### src/rtl/stump_control.sv
// stump_control: state sequencer and instruction decoder for the STUMP processor.
// Defining STUMP_CTRL_WAIT_EN adds a mem_ready input that stretches FETCH and MEMORY.
module stump_control (
  input  logic        clk,
  input  logic        rst,
  input  logic [15:0] ir,
  input  logic [3:0]  cc,
`ifdef STUMP_CTRL_WAIT_EN
  input  logic        mem_ready,
`endif
  output logic        fetch,
  output logic        execute,
  output logic        memory,
  output logic        ext_op,
  output logic        opB_mux_sel,
  output logic [1:0]  shift_op,
  output logic [2:0]  alu_func,
  output logic        cc_en,
  output logic        reg_write,
  output logic [2:0]  dest,
  output logic [2:0]  srcA,
  output logic [2:0]  srcB,
  output logic        mem_ren,
  output logic        mem_wen,
  output logic [15:0] instr_count
);

  typedef enum logic [1:0] {
    S_RESET   = 2'd0,
    S_FETCH   = 2'd1,
    S_EXECUTE = 2'd2,
    S_MEMORY  = 2'd3
  } state_e;

  localparam logic [2:0] OP_LDST = 3'b110;
  localparam logic [2:0] OP_BCC  = 3'b111;
  localparam logic [2:0] REG_PC  = 3'd7;

  state_e      state_q, state_d;
  logic [15:0] instr_count_q, instr_count_d;
  logic        ready;
  logic [2:0]  opcode;

  assign opcode      = ir[15:13];
  assign instr_count = instr_count_q;

`ifdef STUMP_CTRL_WAIT_EN
  assign ready = mem_ready;
`else
  assign ready = 1'b1;
`endif

  // Condition codes for Bcc; flags arrive as {N,Z,V,C}.
  function automatic logic cond_holds(input logic [3:0] cond, input logic [3:0] flags);
    logic n, z, v, c;
    {n, z, v, c} = flags;
    cond_holds = 1'b0;
    case (cond)
      4'h0: cond_holds = 1'b1;
      4'h1: cond_holds = 1'b0;
      4'h2: cond_holds = ~c & ~z;
      4'h3: cond_holds = c | z;
      4'h4: cond_holds = ~c;
      4'h5: cond_holds = c;
      4'h6: cond_holds = ~z;
      4'h7: cond_holds = z;
      4'h8: cond_holds = ~v;
      4'h9: cond_holds = v;
      4'hA: cond_holds = ~n;
      4'hB: cond_holds = n;
      4'hC: cond_holds = (n == v);
      4'hD: cond_holds = (n != v);
      4'hE: cond_holds = ~z & (n == v);
      4'hF: cond_holds = z | (n != v);
      default: cond_holds = 1'b0;
    endcase
  endfunction

  always_comb begin
    // NOTE: every output gets a default before the case so no path can infer a latch.
    state_d     = state_q;
    fetch       = 1'b0;
    execute     = 1'b0;
    memory      = 1'b0;
    ext_op      = 1'b0;
    opB_mux_sel = 1'b0;
    shift_op    = 2'b00;
    alu_func    = 3'b000;
    cc_en       = 1'b0;
    reg_write   = 1'b0;
    dest        = 3'd0;
    srcA        = 3'd0;
    srcB        = 3'd0;
    mem_ren     = 1'b0;
    mem_wen     = 1'b0;

    unique case (state_q)
      S_RESET: state_d = S_FETCH;

      S_FETCH: begin
        fetch     = 1'b1;
        mem_ren   = 1'b1;
        srcA      = REG_PC;
        dest      = REG_PC;
        reg_write = ready;
        if (ready) state_d = S_EXECUTE;
      end

      S_EXECUTE: begin
        execute = 1'b1;
        state_d = S_FETCH;
        if (opcode == OP_BCC) begin
          // Branch target is PC + sign-extended offset, written only when taken.
          srcA        = REG_PC;
          dest        = REG_PC;
          opB_mux_sel = 1'b1;
          ext_op      = 1'b1;
          reg_write   = cond_holds(ir[11:8], cc);
        end else begin
          srcA = ir[7:5];
          if (ir[12]) opB_mux_sel = 1'b1;
          else        srcB        = ir[4:2];
          if (opcode == OP_LDST) begin
            state_d = S_MEMORY;
          end else begin
            alu_func  = opcode;
            dest      = ir[10:8];
            reg_write = 1'b1;
            cc_en     = ir[11];
            if (!ir[12]) shift_op = ir[1:0];
          end
        end
      end

      S_MEMORY: begin
        memory = 1'b1;
        if (ir[11]) begin
          mem_wen = 1'b1;
          srcA    = ir[10:8];
        end else begin
          mem_ren   = 1'b1;
          reg_write = ready;
          dest      = ir[10:8];
        end
        if (ready) state_d = S_FETCH;
      end

      default: state_d = S_RESET;
    endcase
  end

  // An instruction retires when control returns to FETCH from its last phase.
  always_comb begin
    instr_count_d = instr_count_q;
    if (state_d == S_FETCH && (state_q == S_EXECUTE || state_q == S_MEMORY))
      instr_count_d = instr_count_q + 16'd1;
  end

  // NOTE: sequential state uses non-blocking assignments so every flop samples pre-edge values.
  always_ff @(posedge clk or negedge rst) begin
    if (!rst) begin
      state_q       <= S_RESET;
      instr_count_q <= '0;
    end else begin
      state_q       <= state_d;
      instr_count_q <= instr_count_d;
    end
  end

endmodule
### config.mk
export PLATFORM = sky130hd
export DESIGN_NAME = stump_control
export DESIGN_NICKNAME = d
export VERILOG_FILES = /design/src/rtl/stump_control.sv
export SDC_FILE = /design/constraint.sdc
export NUM_CORES = 1
export LEC_CHECK = 0
export CORE_ASPECT_RATIO = 1.75
export CORE_UTILIZATION = 42
export DETAILED_ROUTE_END_ITERATION = 10
export PLACE_DENSITY_LB_ADDON = 0.25
export SLEW_MARGIN = 20
export SYNTH_ARGS = -nofsm -noshare
export SYNTH_HDL_FRONTEND = slang
export SYNTH_SLANG_ARGS = --single-unit
### constraint.sdc
create_clock -name clk -period 2.9 [get_ports clk]
set_clock_uncertainty 0.1 [all_clocks]
set_input_delay 0.29 -clock clk [delete_from_list [all_inputs] [get_ports clk]]
set_output_delay 0.29 -clock clk [all_outputs]
set_load 0.005 [all_outputs]
; ---- Word level (Yosys, flattened, before mapping)
; Cells that the tools add are included.
; W data, S select, Z words.
[totals]
register_bits = 18
out_inout_bits = 39
wordCells = 78
[classes]
addsub = 1
eq_ne = 23
mux = 39
bitwise_logic = 8
reduce_logical = 5
[op_table]
columns = op, n
row1 = $mux W3, 11
row2 = $eq A4 B4 Y1 const B, 8
row3 = $pmux W3 S3, 2
row4 = $add A16 B1 Y16 const B, 1
row5 = $eq A4 B3 Y1 const B, 4
row6 = $mux W1, 16
row7 = $pmux W1 S16, 1
row8 = $mux W2, 6
row9 = $eq A4 B2 Y1 const B, 2
row10 = $eq A3 B3 Y1 const B, 2
row11 = $pmux W2 S3, 1
row12 = $eq A2 B1 Y1 const B, 2
row13 = $eq A2 B2 Y1 const B, 2
row14 = $eq A4 B1 Y1 const B, 1
row15 = $logic_not A4 Y1, 1
row16 = $not A1 Y1, 4
row17 = $pmux W1 S3, 1
row18 = $and A1 B1 Y1, 2
row19 = $logic_not A2 Y1, 1
row20 = $or A1 B1 Y1, 2
row21 = $pmux W1 S2, 1
row22 = $reduce_or A2 Y1, 1
row23 = $eq A1 B1 Y1, 1
row24 = $logic_and A1 B1 Y1, 1
row25 = other kinds (2), 2

; ---- Logic depth before layout (Yosys ltp)
[depth]
ltp_word = 6
depth_mapped = 7
mapped_depth_nobuf = 7

; ---- Least setup slack after synthesis
; Ideal clock, no wire load.
[synth_path]
path_kind = flip-flop to flip-flop
startpoint = register state_q[0]
endpoint = register instr_count_q[11] (netlist: instr_count[11])
setup_time_ns = 0.124
t_arrival_ns = 1.607
t_required_ns = 2.676
setup_slack_ns = 1.069
stages_incl_launch_ff = 8
path_buffers = 0
synth_period_minus_slack_ns = 1.831
path_cell_list = dfrtp_1 inv_1 ha_1 nor2b_1 a2bb2oi_1 nor2_1 nand4_1 xnor2_1
[synth_between]
elab_chain_len = 5
[synth_lines]
columns = element, line_no
row1 = from (decl), 39  ; state_e state_q, state_d;
row2 = from (signal assigned), 165  ; state_q <= state_d;
row3 = $eq A2 B2 Y1 or $logic_not A2 Y1 (tied branches), "97, 155"
row4 = $reduce_or A2 Y1 (no source line), -
row5 = $pmux W2 S3, 97  ; unique case (state_q)
row6 = $eq A2 B1 Y1, 155  ; if (state_d == S_FETCH && (state_q == S_EXECUTE || state_q == S_MEMORY))
row7 = $logic_and A1 B1 Y1 *, 155
row8 = to (signal assigned), 166  ; instr_count_q <= instr_count_d;
row9 = to (decl), 40  ; logic [15:0] instr_count_q, instr_count_d;
; Every way passes the cells marked *; elsewhere a longest branch is shown, timed or not.
; A chain may end at the register's enable or synchronous reset.

; ---- Worst setup path in the final report
[layout_path]
startpoint = register state_q[0]
endpoint = output port dest[1]
[layout_between]
elab_chain_len = 2
[layout_lines]
columns = element, line_no
row1 = $eq A2 B2 Y1 or $eq A2 B1 Y1 (tied branches), 97
row2 = $pmux W3 S3 *, 97
row3 = to (decl), 20  ; output logic [2:0] dest,
; Marks and branches as above.

==> out/results.tsv <==
metric	value	unit
Root Buffer	clkbuf_8	
Starting DRT DRC Count	30	
WL final	3.01	mm
H-Tree Level Count	1	
pwr dens	731	nW/um^2
period utilisation layout	93.6	%
hold_ws	0.373	ns
warnings from Yosys	0	
Pins Over Slew Limit	0	
Clock Pin Slew Worst Setup and Hold Paths	0.07	ns
crit-path max FO	15	
layout cell share with drive strength beyond 1	5.70	%
routed via count	1189	
I/O pins	61	
Placeable Area	2690	um^2
die width	42.2	um
clock tree sinks	18	
Worst Setup Path Type	reg2out	
Mapped Avg Cell Area	9.14	um^2
Hold Path Sink	instr_count[15]	
Tmin final	2.71	ns
CTS buffer count	3	
worst vdd ir	583	uV
Pre-Repair DR Iteration Count	5	
fraction of registers with async set/reset	100	%
R2R cell count	7	
Vias/cell	5.40	
slew margin rel.	44.9	%
register-to-register setup slack	0.66	ns
final hold viol count	0	
DIE HEIGHT	72.4	um
TritonCTS clock tree	done	
Core Rows	25	
Remaining DRCs	0	
post-synthesis sequential area ratio	37.9	%
Port Buffers	60	
Diodes inserted	0	
hold path depth	1	
final RePlAce weighted congestion	0.757	
worst slew pin tran	0.823	ns
Post-CTS Setup Repair Bufs	0	
Leakage Power	0.812	nW
Critical Path End Type	output port	
worst skew pair latency	0.25	ns
P&R area growth vs syn	57.4	%
Initial Utilization	44.2	%
Yosys reg bits	18	
largest net degree at the start of global routing	19	
CP Launch Type	register	
Mapped Cells	130	
synth unique cells	31	
fin nets	221	
per-cell routed wire length	13.7	um
ys flop type	dfrtp_1	
CP arrival	2.32	ns
initial antenna violation count	0	
Fmax	368	MHz
Tot GR Track Use	21.2	%
Hold Startpoint	instr_count[15]	
Max Root-Sink Buffers	2	
total gr overflow	0	
HPWL Detailed	2.35	mm
number of global-route vias before repair	1214	
final setup fails	0	
reg2reg end	instr_count[11]	
# fillers	217	
Post-synth EDFFs	0	
start of the worst register-to-register path	state_q[0]	
Fin Setup TNS	0	ns
Final ANT Viol Nets	0	
RSZ-0062 raised after global routing	no	
Hold Buf Count CTS	0	
outcome	finished, final reports clean	
Req. time, crit path	2.51	ns
hold crit path type	reg2reg	
Synth Net Count	157	
Syn Std Cell Area	1190	um^2
Max-cap violations	0	
full die area	3060	um^2
first-pass GRT wire length	5.04	mm
[cells by family after synthesis]
kind of cell	share of synthesized area [%]
and+or+nand+nor	25.6
DFF	37.9
xor gates and xnor gates	14.0
AOI/OAI and AO/OA	10.1
buffers and inverters	4.10
adders and majority gates	5.26
muxes	3.05
[how the worst max path moves through the flow]
stage	start	end	slack (ns)	cells past startpoint
after global placement	ir[10]	reg_write	0.05	7
after floorplan	state_q[0]	instr_count[11]	1.07	7
after global routing	state_q[0]	dest[0]	0.01	7
final	state_q[0]	dest[1]	0.19	7
after detailed placement	ir[10]	reg_write	0.04	7
after CTS	ir[10]	reg_write	0.02	7
[worst max-delay path, cell delays in order (launching register included)]
cell and delay (ns):
dfrtp_1 0.45, inv_1 0.09, ha_1 0.43, o21ai_1 0.22
nand2_1 0.14, nand2_1 0.08, o21ai_1 0.15, clkdlybuf4s50_1 0.52
[through the flow]
stage	util (%)	std cells	worst slack [ns]	cell area (um^2)	power [mW]
6_report	69.5	220	0.185	1870	1.37
5_1_grt	69.5	220	0.0143	1870	1.47
4_1_cts	69.3	220	0.0174	1860	1.38
3_5_place_dp	67.2	216	0.0430	1810	1.17
3_3_place_gp	67.2	216	0.0536	1810	1.16
2_1_floorplan	-	130	1.07	1190	0.743
[layout make-up]
class / instances / area [um^2] / area share [%]
timing repair buffer: 61 / 611 / 32.6
tap: 27 / 33.8 / 1.81
inverter: 7 / 26.3 / 1.40
sequential: 18 / 450 / 24.1
multi-input combinational: 103 / 694 / 37.1
clock buffer: 4 / 55.1 / 2.94
[cell usage in the layout, fill, tap and decap left out]
master | synthesis | layout
a2111oi_2 | 0 | 1
a21oi_1 | 4 | 4
a221oi_2 | 1 | 1
a22oi_1 | 3 | 3
a2bb2oi_1 | 1 | 1
a311oi_1 | 1 | 1
and2_1 | 5 | 5
and3_1 | 7 | 7
and3b_1 | 1 | 1
buf_4 | 0 | 1
clkbuf_8 | 0 | 4
clkdlybuf4s50_1 | 0 | 59
dfrtp_1 | 18 | 18
dlymetal6s2s_1 | 0 | 1
ha_1 | 5 | 5
inv_1 | 6 | 6
inv_2 | 1 | 1
mux2_1 | 1 | 1
mux2_4 | 1 | 1
mux2i_1 | 1 | 1
nand2_1 | 13 | 13
nand2b_1 | 1 | 1
nand2b_2 | 1 | 1
nand3_1 | 5 | 5
nand4_1 | 5 | 5
nor2_1 | 15 | 15
nor2b_1 | 1 | 1
nor3_1 | 3 | 3
nor3b_1 | 3 | 3
o21ai_1 | 4 | 4
o2bb2ai_2 | 1 | 1
xnor2_1 | 13 | 13
xor2_1 | 6 | 6
[report_power, final]
part	leakage, nW	switching (mW)	internal, mW
sequential	0.230	0.0770	0.309
combinational	0.553	0.318	0.462
clock	0.0288	0.0811	0.121
[sequential cells by signal (all words and copies together) (netlist names)]
| register | flops |
|---|---|
| instr_count | 16 |
| state_q | 2 |
[synth_stat cells, types with 4 or more instances]
cell type | number | area [um^2]
nand4_1 | 5 | 31.3
nand2_1 | 13 | 48.8
and3_1 | 7 | 43.8
a21oi_1 | 4 | 20.0
xnor2_1 | 13 | 114
and2_1 | 5 | 31.3
xor2_1 | 6 | 52.6
nor2_1 | 15 | 56.3
dfrtp_1 | 18 | 450
inv_1 | 6 | 22.5
nand3_1 | 5 | 25.0
ha_1 | 5 | 62.6
o21ai_1 | 4 | 20.0
[per-layer routing]
layer	GRT usage (%)	vias to the layer above	routed length, um
met5	0	-	0
met4	9.03	0	51
met2	40.0	66	1600
li1	-	575	-
met1	21.9	543	1100
met3	4.23	5	251
[timing repair]
action	CTS	global route
endpoints found under the setup margin	0	1
hold endpoints to repair	0	0
gates resized for setup	0	2
Power figures use the tool's default switching activity.
